[src/rtl/max7219_ctrl.sv]
// max7219_ctrl: sequences the MAX7219 init words and 8-digit refreshes over a 16-bit SPI master.
// Latency: a word starts 1 clk after its ISSUE state is entered, and each word then waits for spi_busy to rise and fall.
// Backpressure: spi_start is held off while spi_busy is high; update pulses seen outside IDLE_RDY coalesce into one pending refresh.
//
// Ports: clk/rst_n (async active-low), enable (init gate), update (refresh request),
//        digit_data (8 rows, row 1 in [7:0]), spi_busy / spi_start / spi_data (master handshake),
//        cs_n (MAX7219 LOAD), init_done (sticky after first full refresh), ready (idle, nothing pending).
module max7219_ctrl #(
    parameter logic [3:0] INTENSITY  = 4'h8,
    parameter logic [2:0] SCAN_LIMIT = 3'd7,
    parameter int         CS_HOLD    = 2
) (
    input  logic        clk,
    input  logic        rst_n,
    input  logic        enable,
    input  logic        update,
    input  logic [63:0] digit_data,
    input  logic        spi_busy,
    output logic        spi_start,
    output logic [15:0] spi_data,
    output logic        cs_n,
    output logic        init_done,
    output logic        ready
);

    localparam int GAP_W = (CS_HOLD > 1) ? $clog2(CS_HOLD) : 1;

    typedef enum logic [2:0] {
        S_RST_WAIT,
        S_ISSUE,
        S_WAIT_HI,
        S_WAIT_LO,
        S_GAP,
        S_IDLE
    } state_t;

    state_t             state_q, state_d;
    logic               refresh_q, refresh_d;   // 0: init words, 1: digit words
    logic [2:0]         idx_q, idx_d;           // word index within the current phase
    logic [GAP_W-1:0]   gap_q, gap_d;
    logic               pend_q, pend_d;
    logic [63:0]        snap_q, snap_d;
    logic [15:0]        data_q, data_d;
    logic               done_q, done_d;
    logic               begin_ref;

    // Word for a given phase/index. Digit addresses are idx+1, so a 3-bit
    // index can only ever produce addresses 0x1..0x8.
    function automatic logic [15:0] word_f(input logic refresh, input logic [2:0] idx,
                                           input logic [63:0] snap);
        logic [15:0] w;
        if (refresh) begin
            w = {4'h0, ({1'b0, idx} + 4'd1), snap[{idx, 3'b000} +: 8]};
        end else begin
            case (idx)
                3'd0:    w = 16'h0F00;
                3'd1:    w = 16'h0900;
                3'd2:    w = {8'h0B, 5'b0, SCAN_LIMIT};
                3'd3:    w = {8'h0A, 4'h0, INTENSITY};
                default: w = 16'h0C01;
            endcase
        end
        return w;
    endfunction

    always_ff @(posedge clk or negedge rst_n) begin
        if (!rst_n) begin
            state_q   <= S_RST_WAIT;
            refresh_q <= 1'b0;
            idx_q     <= 3'd0;
            gap_q     <= '0;
            pend_q    <= 1'b0;
            snap_q    <= 64'd0;
            data_q    <= 16'h0000;
            done_q    <= 1'b0;
        end else begin
            state_q   <= state_d;
            refresh_q <= refresh_d;
            idx_q     <= idx_d;
            gap_q     <= gap_d;
            pend_q    <= pend_d;
            snap_q    <= snap_d;
            data_q    <= data_d;
            done_q    <= done_d;
        end
    end

    always_comb begin
        state_d   = state_q;
        refresh_d = refresh_q;
        idx_d     = idx_q;
        gap_d     = gap_q;
        pend_d    = pend_q;
        snap_d    = snap_q;
        data_d    = data_q;
        done_d    = done_q;
        begin_ref = 1'b0;

        case (state_q)
            S_RST_WAIT: begin
                if (enable) begin
                    state_d   = S_ISSUE;
                    refresh_d = 1'b0;
                    idx_d     = 3'd0;
                    data_d    = word_f(1'b0, 3'd0, snap_q);
                end
            end
            S_ISSUE: begin
                if (!spi_busy) state_d = S_WAIT_HI;
            end
            S_WAIT_HI: begin
                if (spi_busy) state_d = S_WAIT_LO;
            end
            S_WAIT_LO: begin
                if (!spi_busy) begin
                    state_d = S_GAP;
                    gap_d   = GAP_W'(CS_HOLD - 1);
                end
            end
            S_GAP: begin
                if (gap_q != '0) begin
                    gap_d = gap_q - GAP_W'(1);
                end else if (!refresh_q && idx_q == 3'd4) begin
                    begin_ref = 1'b1;
                end else if (refresh_q && idx_q == 3'd7) begin
                    state_d = S_IDLE;
                    done_d  = 1'b1;
                end else begin
                    state_d = S_ISSUE;
                    idx_d   = idx_q + 3'd1;
                    data_d  = word_f(refresh_q, idx_q + 3'd1, snap_q);
                end
            end
            S_IDLE: begin
                if (update || pend_q) begin_ref = 1'b1;
            end
            default: state_d = S_RST_WAIT;
        endcase

        // Refresh entry: snapshot rows so later digit_data changes are ignored.
        if (begin_ref) begin
            state_d   = S_ISSUE;
            refresh_d = 1'b1;
            idx_d     = 3'd0;
            snap_d    = digit_data;
            data_d    = word_f(1'b1, 3'd0, digit_data);
            pend_d    = 1'b0;
        end

        // Applied after the entry clear so a request landing on the entry
        // cycle of a refresh is never lost.
        if (update && state_q != S_IDLE) pend_d = 1'b1;
    end

    assign spi_start = (state_q == S_ISSUE) && !spi_busy;
    assign cs_n      = !((state_q == S_ISSUE) || (state_q == S_WAIT_HI) || (state_q == S_WAIT_LO));
    assign spi_data  = data_q;
    assign init_done = done_q;
    assign ready     = (state_q == S_IDLE) && !pend_q;

endmodule

[config.mk]
export PLATFORM = sky130hd
export DESIGN_NAME = max7219_ctrl
export DESIGN_NICKNAME = d
export VERILOG_FILES = /design/src/rtl/max7219_ctrl.sv
export SDC_FILE = /design/constraint.sdc
export NUM_CORES = 1
export LEC_CHECK = 0
export CAP_MARGIN = 20
export CORE_ASPECT_RATIO = 0.7
export CORE_MARGIN = 3
export CORE_UTILIZATION = 45
export DETAILED_ROUTE_END_ITERATION = 6
export GPL_ROUTABILITY_DRIVEN = 0
export PLACE_DENSITY = 0.74
export SLEW_MARGIN = 10
export SYNTH_ARGS = -nofsm -noshare
export SYNTH_HDL_FRONTEND = slang
export SYNTH_SLANG_ARGS = --single-unit
[constraint.sdc]
create_clock -name clk -period 2.7 [get_ports clk]
set_input_delay 0.54 -clock clk [delete_from_list [all_inputs] [get_ports clk]]
set_output_delay 0.54 -clock clk [all_outputs]
set_load 0.01 [all_outputs]
==> results.toml, run 1 <==
[worst_setup_path]
endpoint_kind = "output pin"
critPathRequiredTime_ns = 2.16
r2r-start = "idx_q[0]"
path_class = "input port to output pin"
crit_fanout = 4
reg2reg_depth = 7
crit_arrival_ns = 1.94
r2r-end = "snap_q[32]"
r2r_slack_ns = 0.33
start_kind = "input port"

[finish]
nets = 621
multi_input_area_sq_um = 1910
area_growth_pct = 29.7
post_layout_nonfiller_instances = 673
seqCellArea_sq_um = 2150
layout-drive-gt1-share_pct = 8.56
fillers = 805
antenna_cells = 0
final_area_sq_um = 5520

[synth]
ys_types = 48
synth-compound-area-share_pct = 9.26
synth_mux_area_share_pct = 8.76
synth_area_per_cell_sq_um = 9.08
netlist_top_cells_count = "nand2_1, dfrtp_1, nor2_1, buf_2, mux4_2"
yosys.area_share.adder_pct = 2.06
synth.area.top_cells = "dfrtp_1, nand2_1, mux4_2"
synth_top_flop_cell = "dfrtp_1"
synth-edff-count = 0
ys_seq_elements = 86
yosysTopAreaCell = "dfrtp_1"
synth_top_area_share_pct = 50.5
synth-xor-area-share_pct = 0.206
synth_top_family_by_area = "simple AND/OR/NAND/NOR gates"
synthArstFlopShare_pct = 100
netlist_area_sq_um = 4260
synth_most_common_cell = "nand2_1"
yosys_warnings = 0
yosysSeqAreaShare_pct = 50.5
syn_inst = 469
yosys.area_share.simple_pct = 24.2

[timing]
period_share_pct = 91.9
fin_crit_ns = 2.48
finalClockSkew_ns = 0.0104
setup_viol = 0
drv_slew = 0
slew_headroom_pct = 59.3
worst_pin_slew_ns = 0.611
tns_ns = 0
finalHoldViolations = 0
grt_setup_unrepaired = "false"
fmax_ghz = 0.403

[cts]
ctsHtreeMaxLevel = 3
clk_pin_slew_ns = 0.06
cts.sinks = 86
cts_root_buf = "clkbuf_16"
clk_latency_ns = 0.34
cts_resized = 0
clockBufferDepth = 2
cts_buffers = 9
tritoncts = "yes"
hold_buffers = 0
post_cts_buffers = 0

[grt]
grt.total_usage_pct = 19.7
antenna_found_initial = 0
grt_max_degree = 67
grt_pass1_vias = 3340
grt_pass1_wl_um = 16400
overflow = 0

[floorplan]
die_w_um = 122
fp.dieH_um = 87.4
fp-row-count = 29
io_pins = 89
fp.coreArea_sq_um = 9140
die_area_sq_um = 10700
initial_utilization_pct = 46.6

[hold_path]
hp-class = "input port to async pin"

[place]
dp_hpwl_um = 7070
dp_cells = 658
place.port_buffers = 84
place_area_sq_um = 5190

[drt]
vias = 3502
drt-initial-drc-count = 243
dr.pass1.iters = 4
post_drt_wl_per_cell_um = 14.9
drt-total-wl_um = 10000
drc_errors = 0
ant_nets = 0
viasPerCell = 5.20

[power]
power.density_nw_per_um2 = 1070
p_leak_nw = 2.53
ir_drop_uv = 391

[job]
maxCapViolations = 0

[outcome]
outcome = "finished clean"
==> per-layer routing <==
metal	up-vias	GRT usage [%]	routed length (um)
met5	-	0	0
met4	0	5.18	108
met2	121	30.7	4730
li1	1684	-	-
met1	1686	27.9	4560
met3	11	4.94	645
==> flip-flops by register name, indices dropped and copies added, names as in the netlist <==
register	flops
init_done	1
pend_q	1
refresh_q	1
idx_q	3
spi_data	12
gap_q	1
state_q	3
snap_q	64
==> area by class of cell <==
cell class,count,share of cell area [%]
tap,124,2.81
sequential,86,39.0
clock inverter,6,1.97
timing repair buffer,95,17.1
multi-input combinational,346,34.6
inverter,7,0.476
clock buffer,9,4.08
==> per-stage QoR <==
step | worst slack (ns) | hold slack, ns | power (mW) | util, %
after floorplan | 0.0614 | 0.244 | 3.79 | -
after global placement | 0.266 | 0.446 | 4.44 | 56.8
after detailed placement | 0.240 | 0.455 | 4.53 | 56.8
after CTS | 0.218 | 0.238 | 5.94 | 60.4
after global routing | 0.130 | 0.281 | 6.32 | 60.4
final | 0.218 | 0.223 | 5.91 | 60.4
==> cell usage in the layout, fill, tap and decap left out, types with 2 or more instances in the layout <==
cell type and instances:
mux2i_1 8, ha_1 7, a31oi_1 8, bufinv_16 3, a21oi_1 8, mux4_2 12
a32oi_1 2, clkdlybuf4s50_1 83, a22oi_1 4, o2111ai_1 2, o31ai_1 2, clkinv_2 2
and2_1 2, nand2_1 220, nor3b_1 3, nand2b_1 2, dfrtp_1 86, clkbuf_16 9
inv_1 6, nand3_1 3, nor3_1 2, nor2b_1 4, nor2_1 18, a211oi_1 2
buf_4 10, conb_1 4, o21ai_0 11, buf_12 2, a21o_1 2
==> power by group <==
part	total (mW)	switching (mW)	internal, mW
registers	2.35	0.432	1.92
clock network	1.38	0.487	0.898
logic	2.17	1.10	1.07
==> worst max-delay path, stage by stage <==
cell and delay (ns):
clkdlybuf4s50_1 0.47, nor2b_1 0.17, nor3b_1 0.20, clkdlybuf4s50_1 0.56
==> logic make-up after synthesis <==
group / after synthesis
AND/OR/NAND/NOR: 259
flip-flops: 86
AO/OA/AOI/OAI: 53
buffers and inverters: 40
multiplexers: 22
adder cells (fa/ha/maj): 7
other: 1
XOR/XNOR: 1
==> worst max-delay path by stage <==
stage | slack [ns] | endpoint | depth (start not counted) | start
2_1_floorplan | 0.06 | spi_data[1] | 10 | idx_q[0]
3_3_place_gp | 0.27 | spi_start | 4 | spi_busy
3_5_place_dp | 0.24 | snap_q[35] | 6 | update
4_1_cts | 0.22 | spi_start | 4 | spi_busy
5_1_grt | 0.13 | ready | 3 | state_q[2]
6_report | 0.22 | spi_start | 4 | spi_busy
No activity file was read; power rests on OpenSTA's default activity.
==> run 2, diff against run 1 <==
- MAX_ROUTING_LAYER: not set -> met4
- PLACE_DENSITY: 0.74 -> 0.75
==> run 2 against run 1 <==
  * Clock power down 17%
  * Register-to-register slack better by 0.15 ns
  * First-iteration DRC count up 15%
  * Count of clock-buffer cells in the layout up 2
  * Wire length down 0.73%
  * Clock skew about the same
  * Die area unchanged
  * Worst hold slack worse by 0.053 ns
  * Power down 3.5%
  * Cell count up 0.74%
  * Critical path depth down 1
  * Maximum frequency down 0.21%
  * Highest routed layer unchanged
==> results.toml, run 2 (synthesized netlist as in run 1, its figures left out) <==
[finish]
final_area_sq_um = 5500
top_register = "snap_q"
layout_commonest_cell = "nand2_1"
area_growth_pct = 29.1
largest_reg_flops = 64
mostFrequentLayoutCells = "nand2_1, dfrtp_1, clkdlybuf4s50_1, nor2_1, buf_4"
nets = 625
layout-drive-gt1-share_pct = 9.21
antenna_cells = 0

[timing]
finalClockSkew_ns = 0.0104
fin_crit_ns = 2.49
drv_slew = 0
finalHoldViolations = 0
period_share_pct = 92.1
tns_ns = 0
slew_headroom_pct = 66.4
worst_pin_slew_ns = 0.503
fmax_ghz = 0.402
setup_viol = 0
grt_setup_unrepaired = "false"

[floorplan]
initial_utilization_pct = 46.6
io_pins = 89
die_area_sq_um = 10700
fp.dieH_um = 87.4
die_w_um = 122
fp.coreArea_sq_um = 9140
fp-row-count = 29

[power]
power.density_nw_per_um2 = 1040
p_leak_nw = 2.51
ir_drop_uv = 373

[cts]
cts.sinks = 86
cts_root_buf = "clkbuf_16"
tritoncts = "yes"
post_cts_buffers = 0
hold_buffers = 0
clk_pin_slew_ns = 0.06
cts_buffers = 9
ctsHtreeMaxLevel = 3
clockBufferDepth = 2
cts_resized = 0
clk_latency_ns = 0.33

[drt]
drc_errors = 0
drt-total-wl_um = 9960
drt-initial-drc-count = 280
viasPerCell = 5.08
vias = 3446
ant_nets = 0
dr.pass1.iters = 4
post_drt_wl_per_cell_um = 14.7

[grt]
antenna_found_initial = 0
grt_pass1_vias = 3458
grt_max_degree = 67
grt.total_usage_pct = 20.7
grt_pass1_wl_um = 16700
overflow = 0

[worst_setup_path]
path_class = "flip-flop to output pin"
crit_chain = "inv_1, nor3_1, clkdlybuf4s50_1"
crit_slowest_cell = "clkdlybuf4s50_1"
crit_fanout = 14
start_kind = "flip-flop"
endpoint_kind = "output pin"
max_stage_delay_ns = 0.58
critPathRequiredTime_ns = 2.16
crit_arrival_ns = 1.95

[hold_path]
hp-class = "input port to async pin"

[place]
dp_hpwl_um = 7230
place.port_buffers = 84
place_area_sq_um = 5220

[outcome]
outcome = "finished clean"

[job]
maxCapViolations = 0
-- run 2: metrics by stage --
stage / hold WS (ns) / worst slack (ns) / power [mW] / utilization (%) / cells
global route: 0.205 / 0.0982 / 6.16 / 60.1 / 678
detailed placement: 0.455 / 0.225 / 4.57 / 57.1 / 662
finish: 0.169 / 0.213 / 5.70 / 60.1 / 678
global placement: 0.446 / 0.264 / 4.47 / 57.1 / 662
CTS: 0.182 / 0.212 / 5.75 / 60.1 / 678
floorplan: 0.244 / 0.0614 / 3.79 / - / 472
-- run 2: worst paths after layout --
| kind | startpoint | to | slack (ns) | cells after the start |
|---|---|---|---|---|
| setup / recovery | state_q[2] | ready | 0.21 | 3 |
| hold / removal | rst_n | state_q[1] | 0.17 | 1 |
| setup reg to reg | idx_q[0] | spi_data[1] | 0.48 | 8 |
| hold reg to reg | snap_q[37] | snap_q[37] | 0.47 | 2 |
| max in group asynchronous | rst_n | snap_q[57] | 1.89 | 2 |
| min in group clk | snap_q[37] | snap_q[37] | 0.47 | 2 |
-- run 2: final cells by class --
type,count,area [sq um]
fill,813,3650
sequential,86,2150
multi-input combinational,346,1910
timing repair buffer,99,976
clock buffer,11,243
tap,124,155
clock inverter,5,33.8
inverter,7,26.3
-- run 2: power breakdown --
part | internal [mW] | switching [mW] | total (mW) | leakage [nW]
logic | 1.09 | 1.14 | 2.24 | 1.35
registers | 1.92 | 0.405 | 2.32 | 1.04
clock network | 0.648 | 0.491 | 1.14 | 0.132
total | 3.66 | 2.04 | 5.70 | 2.51
-- run 2: routing by layer --
| layer | vias to the layer above | routed length (um) | track usage (%) |
|---|---|---|---|
| li1 | 1695 | - | - |
| met1 | 1660 | 4710 | 28.3 |
| met2 | 89 | 4800 | 32.0 |
| met3 | 2 | 427 | 4.09 |
| met4 | 0 | 17 | 5.08 |
| met5 | - | 0 | - |
-- run 2: critical path, delay by kind of cell (launching register included) --
family                 cells  cell delay, ns
buffers and inverters      2            0.77
DFF                        1            0.57
and+or+nand+nor            1            0.27
==> run 3, diff against run 2 <==
- CORE_UTILIZATION: 45 -> 30
- PLACE_DENSITY: 0.75 -> not set
==> run 3 against run 2 <==
  * Count of clock-buffer cells in the layout rose by 2
  * Sequential share of layout area fell by 0.51 points
  * Via count fell by 0.64%
  * Non-clock buffer count fell by 2
  * Clock power rose by 4%
  * Largest power group unchanged
==> results.toml, run 3 (synthesized netlist as in run 1, its figures left out) <==
[drt]
drt-initial-drc-count = 295
drc_errors = 0
vias = 3424
post_drt_wl_per_cell_um = 14.5
dr.pass1.iters = 4
ant_nets = 0
viasPerCell = 4.65
drt-total-wl_um = 10700

[cts]
ctsHtreeMaxLevel = 3
cts.sinks = 86
cts_buffers = 9
cts_resized = 0
clk_pin_slew_ns = 0.06
hold_buffers = 0
cts_root_buf = "clkbuf_16"
clockBufferDepth = 2
post_cts_buffers = 0
clk_latency_ns = 0.34
tritoncts = "yes"

[timing]
timing.final.ws_setup_ns = 0.191
period_share_pct = 92.9
finalHoldViolations = 0
fin_crit_ns = 2.51
slew_headroom_pct = 60.9
worst_pin_slew_ns = 0.586
setup_viol = 0
drv_slew = 0
fmax_ghz = 0.399
grt_setup_unrepaired = "false"
finalClockSkew_ns = 0.00683
tns_ns = 0

[finish]
area_growth_pct = 30.8
mostFrequentLayoutCells = "nand2_1, dfrtp_1, clkdlybuf4s50_1, nor2_1"
antenna_cells = 0
layout-drive-gt1-share_pct = 8.88
layout_commonest_cell = "nand2_1"
top_register = "snap_q"
post_layout_nonfiller_instances = 737
nets = 623
largest_reg_flops = 64

[grt]
grt_max_degree = 46
grt_pass1_vias = 3529
grt_pass1_wl_um = 17600
grt.total_usage_pct = 14.7
antenna_found_initial = 0
overflow = 0

[hold_path]
hp-class = "input port to async pin"

[power]
p_sw_share_pct = 35.5
p_clk_share_pct = 20.7
p_sw_mw = 2.03
power_mw = 5.71
internal-power_mw = 3.69
ir_drop_uv = 357
seq_power_share_pct = 40.9
power.density_nw_per_um2 = 1030
p_leak_nw = 2.51
power_frac_comb_pct = 38.3

[worst_setup_path]
critPathRequiredTime_ns = 2.16
crit_family = "buffers and inverters"
path_class = "input port to output pin"
crit_arrival_ns = 1.97
endpoint_kind = "output pin"
crit_chain = "clkdlybuf4s50_1, nor2b_1, nor3b_1, clkdlybuf4s50_1"
crit_fanout = 4
critPathMostFrequentCell = "clkdlybuf4s50_1"
cp_num_cells = 4
path_buf_inv = 2
start_kind = "input port"
reg2reg_depth = 7
crit_slowest_cell = "clkdlybuf4s50_1"
max_stage_delay_ns = 0.57

[floorplan]
io_pins = 89
fp.coreArea_sq_um = 13500
fp-row-count = 35
initial_utilization_pct = 31.5
die_area_sq_um = 15700
die_w_um = 148
fp.dieH_um = 106

[outcome]
outcome = "finished clean"

[place]
place.port_buffers = 84
dp_cells = 721
dp_hpwl_um = 7960
dp_slack_ns = 0.205

[job]
maxCapViolations = 0
[run 3: cell count changes in the layout (fill, tap and decap cells not counted), sizes merged]
cell | before | now
inv | 7 | 6
clkbuf | 11 | 13
buf | 16 | 14
clkinvlp | 2 | 1
[run 3: per-stage QoR]
step	util, %	cell area (sq um)	hold slack (ns)
after floorplan	-	4270	0.244
after global placement	39.0	5280	0.446
after detailed placement	39.0	5280	0.455
after CTS	41.2	5570	0.215
after global routing	41.2	5570	0.241
final	41.2	5570	0.209
[run 3: path summary, 6_finish.rpt]
check                           start          end  slack, ns
hold reg to reg            snap_q[36]   snap_q[36]       0.47
min in group clk           snap_q[36]   snap_q[36]       0.47
setup / recovery             spi_busy    spi_start       0.19
setup reg to reg             idx_q[0]  spi_data[1]       0.34
hold / removal                  rst_n   state_q[0]       0.21
max in group asynchronous       rst_n   snap_q[25]       1.84
[run 3: layer usage]
layer | vias to the layer above | track usage (%) | share of wire [%]
li1 | 1689 | - | -
met1 | 1636 | 20.4 | 49
met2 | 95 | 21.4 | 45
met3 | 4 | 4.68 | 6.1
met4 | 0 | 2.57 | 0.44
met5 | - | - | 0
[run 3: layout make-up]
type | instances | area (sq um)
clock buffers | 13 | 270
clock inverters | 3 | 17.5
fillers | 1330 | 7960
inverters | 7 | 26.3
multi-input cells | 346 | 1910
flip-flops and latches | 86 | 2150
well taps | 185 | 231
repair buffers | 97 | 961
[run 3: power by group through the flow]
stage / clock network (mW) / logic, mW / registers, mW
2_1_floorplan: 0 / 1.56 / 2.23
3_3_place_gp: 0 / 2.17 / 2.33
3_5_place_dp: 0 / 2.22 / 2.36
4_1_cts: 1.21 / 2.23 / 2.34
5_1_grt: 1.27 / 2.47 / 2.43
6_report: 1.18 / 2.19 / 2.34
